**config.mk**
```make
export PLATFORM = sky130hd
export DESIGN_NAME = muldiv_sequencer
export DESIGN_NICKNAME = d
export VERILOG_FILES = /design/src/rtl/muldiv_sequencer.sv
export SDC_FILE = /design/constraint.sdc
export NUM_CORES = 1
export LEC_CHECK = 0
export CORE_UTILIZATION = 40
export DETAILED_ROUTE_END_ITERATION = 7
export PLACE_DENSITY = 0.57
export SYNTH_ARGS = -nofsm -noshare
export SYNTH_HDL_FRONTEND = slang
export SYNTH_SLANG_ARGS = --single-unit
```
**constraint.sdc**
```tcl
create_clock -name clk -period 3.7 [get_ports clk]
set_input_delay 0.74 -clock clk [delete_from_list [all_inputs] [get_ports clk]]
set_output_delay 0.74 -clock clk [all_outputs]
set_load 0.005 [all_outputs]
```
**src/rtl/muldiv_sequencer.sv**
```systemverilog
`timescale 1ns/1ps
`default_nettype none
// ============================================================================
// Module   : muldiv_sequencer
// Purpose  : Iterative unsigned MULTU/DIVU engine with HI/LO (MTHI/MTLO too).
// Revision : 1.0 - initial release
// ============================================================================
module muldiv_sequencer #(
    parameter int WIDTH = 32,
    parameter int CNT_W = 6
) (
    input  logic             clk,
    input  logic             rst,
    input  logic             md_start,
    input  logic [3:0]       md_op,
    input  logic [WIDTH-1:0] md_a_data,
    input  logic [WIDTH-1:0] md_b_data,
    input  logic             md_cancel,
    input  logic             md_rd_hilo,
    output logic             md_busy,
    output logic             md_done,
    output logic             md_stall,
    output logic [WIDTH-1:0] md_hi,
    output logic [WIDTH-1:0] md_lo
);

    localparam logic [1:0] c_IDLE = 2'd0;
    localparam logic [1:0] c_MUL  = 2'd1;
    localparam logic [1:0] c_DIV  = 2'd2;
    localparam logic [1:0] c_DONE = 2'd3;

    localparam logic [3:0] c_OP_MULTU = 4'b0011;
    localparam logic [3:0] c_OP_DIVU  = 4'b0100;
    localparam logic [3:0] c_OP_MTHI  = 4'b1101;
    localparam logic [3:0] c_OP_MTLO  = 4'b1110;

    localparam logic [CNT_W-1:0] c_CNT_INIT = CNT_W'(WIDTH);
    localparam logic [CNT_W-1:0] c_CNT_ONE  = CNT_W'(1);

    logic [1:0]         state_q, state_d;
    logic [CNT_W-1:0]   cnt_q, cnt_d;
    logic [2*WIDTH-1:0] acc_q, acc_d;
    logic [WIDTH-1:0]   a_q, a_d;
    logic [WIDTH-1:0]   b_q, b_d;
    logic [WIDTH-1:0]   hi_q, hi_d;
    logic [WIDTH-1:0]   lo_q, lo_d;

    logic [WIDTH:0]     w_mul_sum;
    logic [2*WIDTH-1:0] w_mul_acc;
    logic [WIDTH:0]     w_div_sr;
    logic [WIDTH-1:0]   w_div_sub;
    logic               w_div_ok;
    logic [2*WIDTH-1:0] w_div_acc;
    logic               w_accept;

    // Multiply: acc holds {partial product, remaining multiplier bits}.
    assign w_mul_sum = {1'b0, acc_q[2*WIDTH-1:WIDTH]} + (acc_q[0] ? {1'b0, a_q} : '0);
    assign w_mul_acc = {w_mul_sum, acc_q[WIDTH-1:1]};

    // Divide: acc holds {remainder, quotient}; remainder < divisor keeps the sub in WIDTH bits.
    assign w_div_sr  = {acc_q[2*WIDTH-1:WIDTH], acc_q[WIDTH-1]};
    assign w_div_ok  = (w_div_sr >= {1'b0, b_q});
    assign w_div_sub = w_div_sr[WIDTH-1:0] - b_q;
    assign w_div_acc = w_div_ok ? {w_div_sub, acc_q[WIDTH-2:0], 1'b1}
                                : {w_div_sr[WIDTH-1:0], acc_q[WIDTH-2:0], 1'b0};

    assign w_accept = md_start & ~md_cancel & ((state_q == c_IDLE) | (state_q == c_DONE));

    always_comb begin
        state_d = state_q;
        cnt_d   = cnt_q;
        acc_d   = acc_q;
        a_d     = a_q;
        b_d     = b_q;
        hi_d    = hi_q;
        lo_d    = lo_q;
        case (state_q)
            c_MUL: begin
                if (md_cancel) begin
                    state_d = c_IDLE;
                end else begin
                    acc_d = w_mul_acc;
                    cnt_d = cnt_q - c_CNT_ONE;
                    if (cnt_q == c_CNT_ONE) begin
                        hi_d    = w_mul_acc[2*WIDTH-1:WIDTH];
                        lo_d    = w_mul_acc[WIDTH-1:0];
                        state_d = c_DONE;
                    end
                end
            end
            c_DIV: begin
                if (md_cancel) begin
                    state_d = c_IDLE;
                end else begin
                    acc_d = w_div_acc;
                    cnt_d = cnt_q - c_CNT_ONE;
                    if (cnt_q == c_CNT_ONE) begin
                        hi_d    = w_div_acc[2*WIDTH-1:WIDTH];
                        lo_d    = w_div_acc[WIDTH-1:0];
                        state_d = c_DONE;
                    end
                end
            end
            default: begin
                state_d = c_IDLE;
                if (w_accept) begin
                    case (md_op)
                        c_OP_MULTU: begin
                            a_d     = md_a_data;
                            b_d     = md_b_data;
                            acc_d   = {{WIDTH{1'b0}}, md_b_data};
                            cnt_d   = c_CNT_INIT;
                            state_d = c_MUL;
                        end
                        c_OP_DIVU: begin
                            if (md_b_data == '0) begin
                                hi_d    = md_a_data;
                                lo_d    = '1;
                                state_d = c_DONE;
                            end else begin
                                a_d     = md_a_data;
                                b_d     = md_b_data;
                                acc_d   = {{WIDTH{1'b0}}, md_a_data};
                                cnt_d   = c_CNT_INIT;
                                state_d = c_DIV;
                            end
                        end
                        c_OP_MTHI: hi_d = md_a_data;
                        c_OP_MTLO: lo_d = md_a_data;
                        default: ;
                    endcase
                end
            end
        endcase
    end

    always_ff @(posedge clk) begin
        if (rst) begin
            state_q <= c_IDLE;
            cnt_q   <= '0;
            acc_q   <= '0;
            a_q     <= '0;
            b_q     <= '0;
            hi_q    <= '0;
            lo_q    <= '0;
        end else begin
            state_q <= state_d;
            cnt_q   <= cnt_d;
            acc_q   <= acc_d;
            a_q     <= a_d;
            b_q     <= b_d;
            hi_q    <= hi_d;
            lo_q    <= lo_d;
        end
    end

    assign md_busy  = (state_q == c_MUL) | (state_q == c_DIV);
    assign md_done  = (state_q == c_DONE);
    assign md_stall = md_busy & (md_start | md_rd_hilo);
    assign md_hi    = hi_q;
    assign md_lo    = lo_q;

endmodule
`default_nettype wire

```
==> results of run 1 <==
==> placed cells by master (no fill, tap or decap), types with 10 or more instances in the layout <==
| cell | netlist | layout |
|---|---|---|
| a31oi_1 | 17 | 17 |
| a221oi_1 | 37 | 36 |
| and2_1 | 37 | 37 |
| nand2b_1 | 10 | 10 |
| o21ai_0 | 86 | 85 |
| inv_1 | 83 | 83 |
| and3_1 | 12 | 12 |
| a21oi_1 | 232 | 232 |
| nand2_1 | 280 | 280 |
| nor2_1 | 139 | 139 |
| xnor2_1 | 34 | 34 |
| clkdlybuf4s50_1 | 0 | 138 |
| o22ai_1 | 31 | 31 |
| nand4_1 | 14 | 14 |
| o211ai_1 | 21 | 21 |
| a21o_1 | 32 | 32 |
| nor3_1 | 28 | 27 |
| dfxtp_1 | 200 | 200 |
| nand3_1 | 27 | 27 |
| a311oi_1 | 33 | 33 |
| buf_4 | 0 | 70 |
| a211oi_1 | 13 | 13 |
| xor2_1 | 21 | 21 |
| clkbuf_16 | 0 | 17 |
| nor4_1 | 11 | 11 |
| ha_1 | 69 | 67 |
==> sequential cells by signal (all words and copies together), names as in the netlist <==
signal,cells
state_q,2
md_lo,32
md_hi,32
acc_q,64
a_q,32
cnt_q,6
b_q,32
==> metal layers <==
layer	vias to the layer above	global-route usage, %	part of all wire, %
met5	-	0	0.038
met4	2	6.89	1.7
met3	57	5.35	8.3
met2	615	42.5	42
met1	6505	45.3	48
li1	6481	-	-
==> worst max-delay path: cells and delay by family, from the launching register on <==
family / cells / cell delay (ns)
AND/OR/NAND/NOR: 3 / 0.51
flip-flops: 1 / 0.36
buffers and inverters: 2 / 0.21
AO/OA/AOI/OAI: 6 / 1.72
adder cells (fa/ha/maj): 2 / 0.62
==> kinds of logic (layout without fill, tap and decap cells) <==
family / Yosys count / in the layout / synth area share [%]
multiplexers: 21 / 21 / 1.88
adder cells (fa/ha/maj): 71 / 71 / 6.96
AO/OA/AOI/OAI: 602 / 602 / 30.5
XOR/XNOR: 55 / 55 / 3.71
flip-flops: 200 / 200 / 30.8
buffers and inverters: 206 / 332 / 6.39
AND/OR/NAND/NOR: 585 / 585 / 19.7
==> through the flow <==
| step | utilization [%] | total power [uW] | instances | instance area [um^2] | worst slack, ns |
|---|---|---|---|---|---|
| final | 49.3 | 5160 | 2268 | 15600 | 0.172 |
| after global routing | 49.3 | 5370 | 2268 | 15600 | 0.00379 |
| after CTS | 49.2 | 5170 | 2268 | 15600 | 0.0183 |
| after detailed placement | 47.6 | 3400 | 2236 | 15100 | -0.106 |
| after global placement | 47.6 | 3400 | 2236 | 15100 | -0.120 |
| after floorplan | - | 2990 | 1740 | 13000 | 0.589 |
==> where the power goes <==
group | internal [uW] | leakage, uW | switching, uW
combinational | 492 | 0.00435 | 663
clock | 871 | 0.000260 | 909
sequential | 2190 | 0.00162 | 33.9
==> how the worst max path moves through the flow <==
| stage | endpoint | slack [ns] | depth (start not counted) |
|---|---|---|---|
| floorplan | md_hi[29]$_SDFFE_PP0P_ | 0.59 | 14 |
| global placement | md_hi[21]$_SDFFE_PP0P_ | -0.12 | 11 |
| detailed placement | md_hi[21]$_SDFFE_PP0P_ | -0.11 | 11 |
| CTS | md_hi[22]$_SDFFE_PP0P_ | 0.02 | 14 |
| global route | md_hi[30]$_SDFFE_PP0P_ | 0.004 | 13 |
| finish | md_hi[30]$_SDFFE_PP0P_ | 0.17 | 13 |
==> area by class of cell <==
class / instances / area [um^2] / share of cell area, %
Timing Repair Buffer: 216 / 2070 / 13.2
Multi-Input combinational cell: 1334 / 8200 / 52.5
Inverter: 84 / 315 / 2.02
Tap cell: 402 / 503 / 3.22
Sequential cell: 200 / 4000 / 25.6
Clock inverter: 13 / 98.8 / 0.633
Clock buffer: 19 / 433 / 2.77
==> synth_stat cells (6+ instances only) <==
master      n  area, um^2
nand2_1   280        1050
a21oi_1   232        1160
dfxtp_1   200        4000
nor2_1    139         522
clkbuf_1   98         368
o21ai_0    86         430
inv_1      83         312
ha_1       69         863
a221oi_1   37         324
and2_1     37         231
xnor2_1    34         298
a311oi_1   33         289
a21o_1     32         240
o22ai_1    31         194
nor3_1     28         140
nand3_1    27         135
o211ai_1   21         158
xor2_1     21         184
a31oi_1    17         106
buf_1      14        52.6
nand4_1    14        87.6
a211oi_1   13        97.6
and3_1     12        75.1
nor4_1     11        68.8
nand2b_1   10        62.6
a22o_1      9        78.8
mux2i_1     9        90.1
o21a_1      9        67.6
o21bai_1    8        60.1
nor2b_1     7        43.8
a22oi_2     6        75.1
o41ai_1     6        52.6
==> metrics.yaml, run 1 <==
run_status:
  status: "completed"
routing:
  drc: 0
  dr.pass1.iters: 7
  vias: 13700
  first_iter_violations: 1309
  drt-total-wl_um: 49700
  wl_per_cell_um: 21.9
  viasPerCell: 6.02
  drtAntennaViolNets: 0
global_routing:
  grt_pass1_wl_um: 76200
  grt_max_degree: 135
  overflow: 0
  antenna_found_initial: 1
  grt_pass1_vias: 12600
  track_usage_pct: 29.7
setup_path:
  r2r_end: "md_hi[30]$_SDFFE_PP0P_"
  cp_data_required_time_ns: 4.04
  crit_top_cell: "nor3_1"
  critPathKind: "reg2reg"
  endpoint_kind: "flip-flop"
  crit_chain: "ha_1 -> inv_1 -> fa_1 -> a211oi_1 -> nor3_1 -> o21ai_0 -> buf_4 -> a2111o_1 -> and2_1 -> o211ai_1 -> o41ai_1 -> nor3_1 -> a311oi_1"
  crit_arrival_ns: 3.87
  cp_slowest_stage_delay_ns: 0.48
  rr_worst_depth: 13
  slowest_stage: "a211oi_1"
  worstSetupStartpoint: "b_q[0]$_SDFFE_PP0P_"
  cp-start-kind: "flip-flop"
  reg2reg_slack_ns: 0.17
  r2r_start: "b_q[0]$_SDFFE_PP0P_"
  worstPathMaxFanout: 4
floorplan:
  ios: 140
  placementRows: 65
  die_x_um: 182
  initial_core_util_pct: 40.9
  dieArea_um2: 33200
  coreArea_um2: 31700
  die_height_um: 182
sta:
  fin_crit_ns: 3.53
  max_freq_ghz: 0.283
  setup_viol: 0
  maxSlewHeadroom_pct: 55.1
  rsz0062_at_grt: "false"
  tns_ns: 0
  hold_ws_ns: 0.452
  timing.final.max_slew_violations: 0
  tightest_slew_ns: 0.674
  hold_viol: 0
  skew_ns: 0.0107
  finalCritPeriodShare_pct: 95.3
logic_synthesis:
  syn_inst: 1740
  seq_area_frac_synth_pct: 30.8
  syn_nets: 1884
  synth_seq_cells: 200
  syn_avg_cell_area_um2: 7.46
  synth_ff_type: "dfxtp_1"
  synth_cell_type_count: 83
  yosysWarnings: 0
  synth_area_um2: 13000
  synthArstFlopShare_pct: 0
  synth-edff-count: 0
clocking:
  cts_resized: 0
  cts.clk_slew.worst_paths_ns: 0.07
  clock-sinks: 200
  cts_hold_buf: 0
  cts_tree: "built"
  cts_buffers: 17
  post_cts_buffers: 0
  cts_root_buf: "clkbuf_16"
  clk_latency_ns: 0.45
  htreeDepth: 4
  clock_tree.buffer_depth: 2
worst_hold_path:
  hold_start: "a_q[3]$_SDFFE_PP0P_"
  hold_end: "a_q[3]$_SDFFE_PP0P_"
  min_path_type: "reg2reg"
  hold-path-cell-count: 2
power_and_ir_drop:
  p_leak_uw: 0.00622
  max-vdd-ir-drop_mv: 0.285
  p_per_area_nw_per_um2: 330
cells_and_area:
  nFillCells: 3204
  diodes: 0
  syn_to_final_growth_pct: 20.3
  final_layout_size_suffix_gt1_share_pct: 7.82
  layout.nets: 1997
placed_design:
  port_buffers: 139
  hpwl_um: 37400
  routabilityCongestion: 1.02
flow_run:
  maxCapViolations: 0
No activity file was read; power rests on OpenSTA's default activity.
==> run 2: changes to the inputs <==
--- a/config.mk
+++ b/config.mk
@@ -5,9 +5,9 @@
 export SDC_FILE = /design/constraint.sdc
 export NUM_CORES = 1
 export LEC_CHECK = 0
-export CORE_UTILIZATION = 40
+export CORE_UTILIZATION = 58
 export DETAILED_ROUTE_END_ITERATION = 7
-export PLACE_DENSITY = 0.57
+export PLACE_DENSITY = 0.79
 export SYNTH_ARGS = -nofsm -noshare
 export SYNTH_HDL_FRONTEND = slang
 export SYNTH_SLANG_ARGS = --single-unit
==> metrics.yaml, run 2 (same netlist as run 1, synthesis figures left out) <==
run_status:
  status: "completed"
worst_hold_path:
  hold_end: "a_q[27]$_SDFFE_PP0P_"
  min_path_type: "reg2reg"
  hold_start: "a_q[27]$_SDFFE_PP0P_"
  hold-path-cell-count: 2  # unchanged
setup_path:
  rr_worst_depth: 14  # +1
  crit_buf_inv: 3  # +1
  r2r_start: "acc_q[31]$_SDFFE_PP0P_"
  endpoint_kind: "flip-flop"
  r2r_end: "md_hi[26]$_SDFFE_PP0P_"
  reg2reg_slack_ns: 0.15  # -0.03 ns
  cp_data_required_time_ns: 4.04  # about the same
  slowest_stage: "a2111o_1"
  crit_arrival_ns: 3.89  # +0.02 ns
  path_delay_family: "compound AO/OA/AOI/OAI gates"
  cp_slowest_stage_delay_ns: 0.44  # -0.04 ns
  critPathKind: "reg2reg"
  crit_chain: "inv_1 -> ha_1 -> inv_1 -> fa_1 -> a211oi_1 -> buf_4 -> nor3_1 -> o21ai_0 -> a2111o_1 -> and2_1 -> o21ai_0 -> xnor2_1 -> o211ai_1 -> a221o_1"
  critical_path_depth: 14  # +1
  cp-start-kind: "flip-flop"
  worstPathMaxFanout: 4  # unchanged
sta:
  finalCritPeriodShare_pct: 96.0  # +0.69 points
  max_freq_ghz: 0.281  # -0.72%
  tightest_slew_ns: 0.885  # +0.211 ns
  maxSlewHeadroom_pct: 41.0  # -14 points
  hold_viol: 0  # unchanged
  fin_ws_ns: 0.147  # -0.0255 ns
  setup_viol: 0  # unchanged
  rsz0062_at_grt: "false"
  fin_crit_ns: 3.55  # +0.0255 ns
  timing.final.max_slew_violations: 0  # unchanged
  skew_ns: 0.0123  # +0.00165 ns
  tns_ns: 0  # unchanged
global_routing:
  overflow: 0  # unchanged
  antenna_found_initial: 1  # unchanged
  grt_pass1_vias: 12500  # -0.76%
  track_usage_pct: 39.8  # +10 points
  grt_pass1_wl_um: 69700  # -8.5%
  grt_max_degree: 92  # -32%
cells_and_area:
  regMostFlops: "acc_q"
  final_cell_mix: "280 x nand2_1, 232 x a21oi_1, 199 x dfxtp_1"
  layout.nets: 1997  # unchanged
  largest_register_ffs: 64  # unchanged
  diodes: 0  # unchanged
  final_layout_size_suffix_gt1_share_pct: 8.31  # +0.48 points
  nFillCells: 1803  # -44%
  syn_to_final_growth_pct: 19.8
  fin_util_pct: 71.1  # +22 points
  mostFrequentLayoutCell: "nand2_1"
routing:
  vias: 13900  # +2.0%
  drc: 0  # unchanged
  wl_per_cell_um: 21.4  # -2.2%
  first_iter_violations: 2037  # +56%
  drtAntennaViolNets: 0  # unchanged
  viasPerCell: 6.49  # +7.8%
  dr.pass1.iters: 6  # -1
  drt-total-wl_um: 46000  # -7.4%
clocking:
  clk_latency_ns: 0.45  # about the same
  htreeDepth: 4  # unchanged
  clock-sinks: 200  # unchanged
  cts.clk_slew.worst_paths_ns: 0.08  # about the same
  cts_tree: "built"
  cts_resized: 0  # unchanged
  cts_buffers: 17  # unchanged
  cts_hold_buf: 0  # unchanged
  clock_tree.buffer_depth: 2  # unchanged
  cts_root_buf: "clkbuf_16"
  post_cts_buffers: 0  # unchanged
floorplan:
  die_height_um: 152  # -17%
  initial_core_util_pct: 59.3  # +18 points
  coreArea_um2: 21900  # -31%
  placementRows: 54  # -17%
  ios: 140  # unchanged
  dieArea_um2: 23000  # -31%
  die_x_um: 152  # -17%
placed_design:
  routabilityCongestion: 1.01  # -0.47%
  dp_slack_ns: 0.0416  # +0.147 ns
  hpwl_um: 34400  # -8.0%
  port_buffers: 139  # unchanged
flow_run:
  maxCapViolations: 0  # unchanged
power_and_ir_drop:
  max-vdd-ir-drop_mv: 0.297  # +4.3%
  p_leak_uw: 0.00626  # +0.66%
  p_per_area_nw_per_um2: 342  # +3.4%
run 2: cell count changes in the layout (fill, tap and decap cells not counted), moves of 2 or more:
cell,change
buf_12,-3
buf_4,+3
clkinv_2,-4
clkinv_8,+4
clkinvlp_4,-2
ha_1,-2
ha_2,+2
run 2: layout make-up:
type,count,area [um^2],share of cell area [%]
Clock buffer,18,429,2.76
Clock inverter,14,179,1.15
Inverter,84,315,2.03
Multi-Input combinational cell,1334,8250,53.0
Sequential cell,200,4010,25.7
Tap cell,280,350,2.25
Timing Repair Buffer,216,2030,13.0
run 2: worst max path at each step:
stage	startpoint	endpoint	slack, ns
final	acc_q[31]$_SDFFE_PP0P_	md_hi[26]$_SDFFE_PP0P_	0.15
after global routing	acc_q[31]$_SDFFE_PP0P_	md_hi[22]$_SDFFE_PP0P_	0.04
after CTS	b_q[16]$_SDFFE_PP0P_	md_hi[6]$_SDFFE_PP0P_	0.03
after detailed placement	b_q[16]$_SDFFE_PP0P_	md_hi[6]$_SDFFE_PP0P_	0.04
after global placement	b_q[16]$_SDFFE_PP0P_	md_hi[6]$_SDFFE_PP0P_	0.08
after floorplan	acc_q[0]$_SDFFE_PP0P_	md_hi[29]$_SDFFE_PP0P_	0.59
run 2: through the flow:
stage / instances / hold slack [ns] / total power [uW] / area (um^2)
2_1_floorplan: 1740 / 0.432 / 2990 / 13000
3_3_place_gp: 2114 / 0.442 / 3360 / 14900
3_5_place_dp: 2114 / 0.444 / 3360 / 14900
4_1_cts: 2146 / 0.456 / 5270 / 15500
5_1_grt: 2146 / 0.471 / 5470 / 15600
6_report: 2146 / 0.452 / 5320 / 15600
run 2: worst min-delay path: cells and delay by family, from the launching register on:
| kind | cells | cell delay (ns) |
|---|---|---|
| flip-flops | 1 | 0.31 |
| AO/OA/AOI/OAI | 1 | 0.05 |
| AND/OR/NAND/NOR | 1 | 0.05 |
run 2: power breakdown:
| part | total [uW] | internal (uW) | switching [uW] |
|---|---|---|---|
| Sequential | 2230 | 2190 | 34.9 |
| Clock | 1940 | 975 | 969 |
| Combinational | 1140 | 484 | 660 |
run 2: layer usage:
layer	share of wire, %	GRT usage (%)	up-vias
met5	0.022	0	-
met4	2.1	9.55	2
met3	12	7.69	89
met2	42	58.2	874
met1	44	59.6	6483
li1	-	-	6484
==> run 3: changes to the inputs <==
--- a/config.mk
+++ b/config.mk
@@ -5,6 +5,7 @@
 export SDC_FILE = /design/constraint.sdc
 export NUM_CORES = 1
 export LEC_CHECK = 0
+export CORE_MARGIN = 2
 export CORE_UTILIZATION = 58
 export DETAILED_ROUTE_END_ITERATION = 7
 export PLACE_DENSITY = 0.79
==> metrics.yaml, run 3 (same netlist as run 1, synthesis figures left out) <==
run_status:
  status: "completed"
sta:
  tns_ns: 0  # unchanged
  skew_ns: 0.0181  # +0.00574 ns
  tightest_slew_ns: 0.823  # -0.0624 ns
  hold_viol: 0  # unchanged
  max_freq_ghz: 0.279  # -0.84%
  rsz0062_at_grt: "false"
  setup_viol: 0  # unchanged
  fin_crit_ns: 3.58  # +0.0299 ns
  timing.final.max_slew_violations: 0  # unchanged
  fin_ws_ns: 0.117  # -0.0299 ns
  maxSlewHeadroom_pct: 45.1  # +4.1 points
  finalCritPeriodShare_pct: 96.8  # +0.81 points
setup_path:
  crit_buf_inv: 2  # -1
  worstPathMaxFanout: 15  # +11
  endpoint_kind: "flip-flop"
  critPathKind: "reg2reg"
  crit_chain: "inv_1 -> ha_1 -> a21oi_1 -> o21ai_0 -> a32o_2 -> o211a_4 -> nor2_2 -> nor2_1 -> a2111oi_0 -> buf_4 -> o41ai_1"
  cp_slowest_stage_delay_ns: 0.63  # +0.19 ns
  slowest_stage: "nor2_2"
  path_delay_family: "compound AO/OA/AOI/OAI gates"
  reg2reg_slack_ns: 0.12  # -0.03 ns
  crit_arrival_ns: 3.89  # about the same
  cp-start-kind: "flip-flop"
  cp_data_required_time_ns: 4.01  # -0.03 ns
global_routing:
  grt_pass1_wl_um: 71800  # +2.9%
  antenna_found_initial: 0  # -1
  track_usage_pct: 38.1  # -1.7 points
  grt_max_degree: 71  # -23%
  overflow: 0  # unchanged
  grt_pass1_vias: 12900  # +3.9%
routing:
  dr.pass1.iters: 5  # -1
  drt-total-wl_um: 46200  # +0.40%
  drtAntennaViolNets: 0  # unchanged
  drc: 0  # unchanged
  viasPerCell: 6.52  # +0.49%
  wl_per_cell_um: 21.5  # +0.54%
  vias: 14000  # +0.35%
  first_iter_violations: 1803  # -11%
floorplan:
  initial_core_util_pct: 59.3  # unchanged
  coreArea_um2: 21900  # unchanged
  ios: 140  # unchanged
  dieArea_um2: 23600  # +2.7%
  die_x_um: 154  # +1.3%
  die_height_um: 154  # +1.3%
  placementRows: 54  # unchanged
clocking:
  cts_buffers: 17  # unchanged
  cts_tree: "built"
  cts_root_buf: "clkbuf_16"
  clock-sinks: 200  # unchanged
  cts_hold_buf: 0  # unchanged
  post_cts_buffers: 0  # unchanged
  clk_latency_ns: 0.45  # about the same
  clock_tree.buffer_depth: 2  # unchanged
  htreeDepth: 4  # unchanged
  cts.clk_slew.worst_paths_ns: 0.08  # about the same
  cts_resized: 0  # unchanged
cells_and_area:
  mostFrequentLayoutCell: "nand2_1"
  regMostFlops: "acc_q"
  syn_to_final_growth_pct: 19.5
  final_cell_mix: "280 x nand2_1, 232 x a21oi_1, 200 x dfxtp_1"
  final_layout_size_suffix_gt1_share_pct: 7.73  # -0.58 points
  diodes: 0  # unchanged
  layout.nets: 1994  # -0.15%
  largest_register_ffs: 64  # unchanged
  nFillCells: 1823  # +1.1%
placed_design:
  hpwl_um: 34600  # +0.67%
  port_buffers: 139  # unchanged
  routabilityCongestion: 1.03  # +1.6%
  dp_slack_ns: 0.0160  # -0.0257 ns
power_and_ir_drop:
  p_leak_uw: 0.00624  # -0.36%
  p_per_area_nw_per_um2: 346  # +1.3%
  max-vdd-ir-drop_mv: 0.271  # -8.8%
worst_hold_path:
  min_path_type: "reg2reg"
flow_run:
  maxCapViolations: 0  # unchanged
[run 3: layer usage]
metal | global-route usage [%] | wire length, um | vias up
met1 | 55.1 | 19800 | 6543
met5 | 0 | 0 | -
met4 | 11.0 | 1170 | 0
li1 | - | - | 6495
met3 | 9.41 | 5610 | 94
met2 | 56.2 | 19600 | 849
[run 3: stage by stage]
stage	util (%)	cells	total power (uW)	cell area (um^2)	hold WS, ns
finish	70.9	2143	5370	15500	0.454
global placement	67.9	2111	3340	14900	0.439
global route	70.9	2143	5530	15500	0.475
CTS	70.9	2143	5340	15500	0.455
floorplan	-	1740	2990	13000	0.432
detailed placement	67.9	2111	3340	14900	0.444
[run 3: area by class of cell]
cell class                 count  area [um^2]  area share (%)
multi-input combinational   1334         8200            52.8
sequential                   200         4000            25.8
timing repair buffer         213         1990            12.9
clock buffer                  17          425            2.74
tap                          280          350            2.26
inverter                      84          315            2.03
clock inverter                15          230            1.48
[run 3: worst min-delay path, delay by kind of cell (launching register included)]
kind            cells  cell delay (ns)
simple gates        1             0.05
compound gates      1             0.05
flops               1             0.31
[run 3: final timing paths]
check | cells after the start | start | endpoint
hold reg to reg | 2 | a_q[31]$_SDFFE_PP0P_ | a_q[31]$_SDFFE_PP0P_
setup / recovery | 11 | b_q[20]$_SDFFE_PP0P_ | md_hi[22]$_SDFFE_PP0P_
setup reg to reg | 11 | b_q[20]$_SDFFE_PP0P_ | md_hi[22]$_SDFFE_PP0P_
hold / removal | 2 | a_q[31]$_SDFFE_PP0P_ | a_q[31]$_SDFFE_PP0P_
[run 3: report_power, final]
group | internal [uW] | total [uW] | switching [uW]
Clock | 1010 | 2030 | 1020
Combinational | 472 | 1110 | 638
Sequential | 2190 | 2230 | 33.5
Total | 3680 | 5370 | 1690
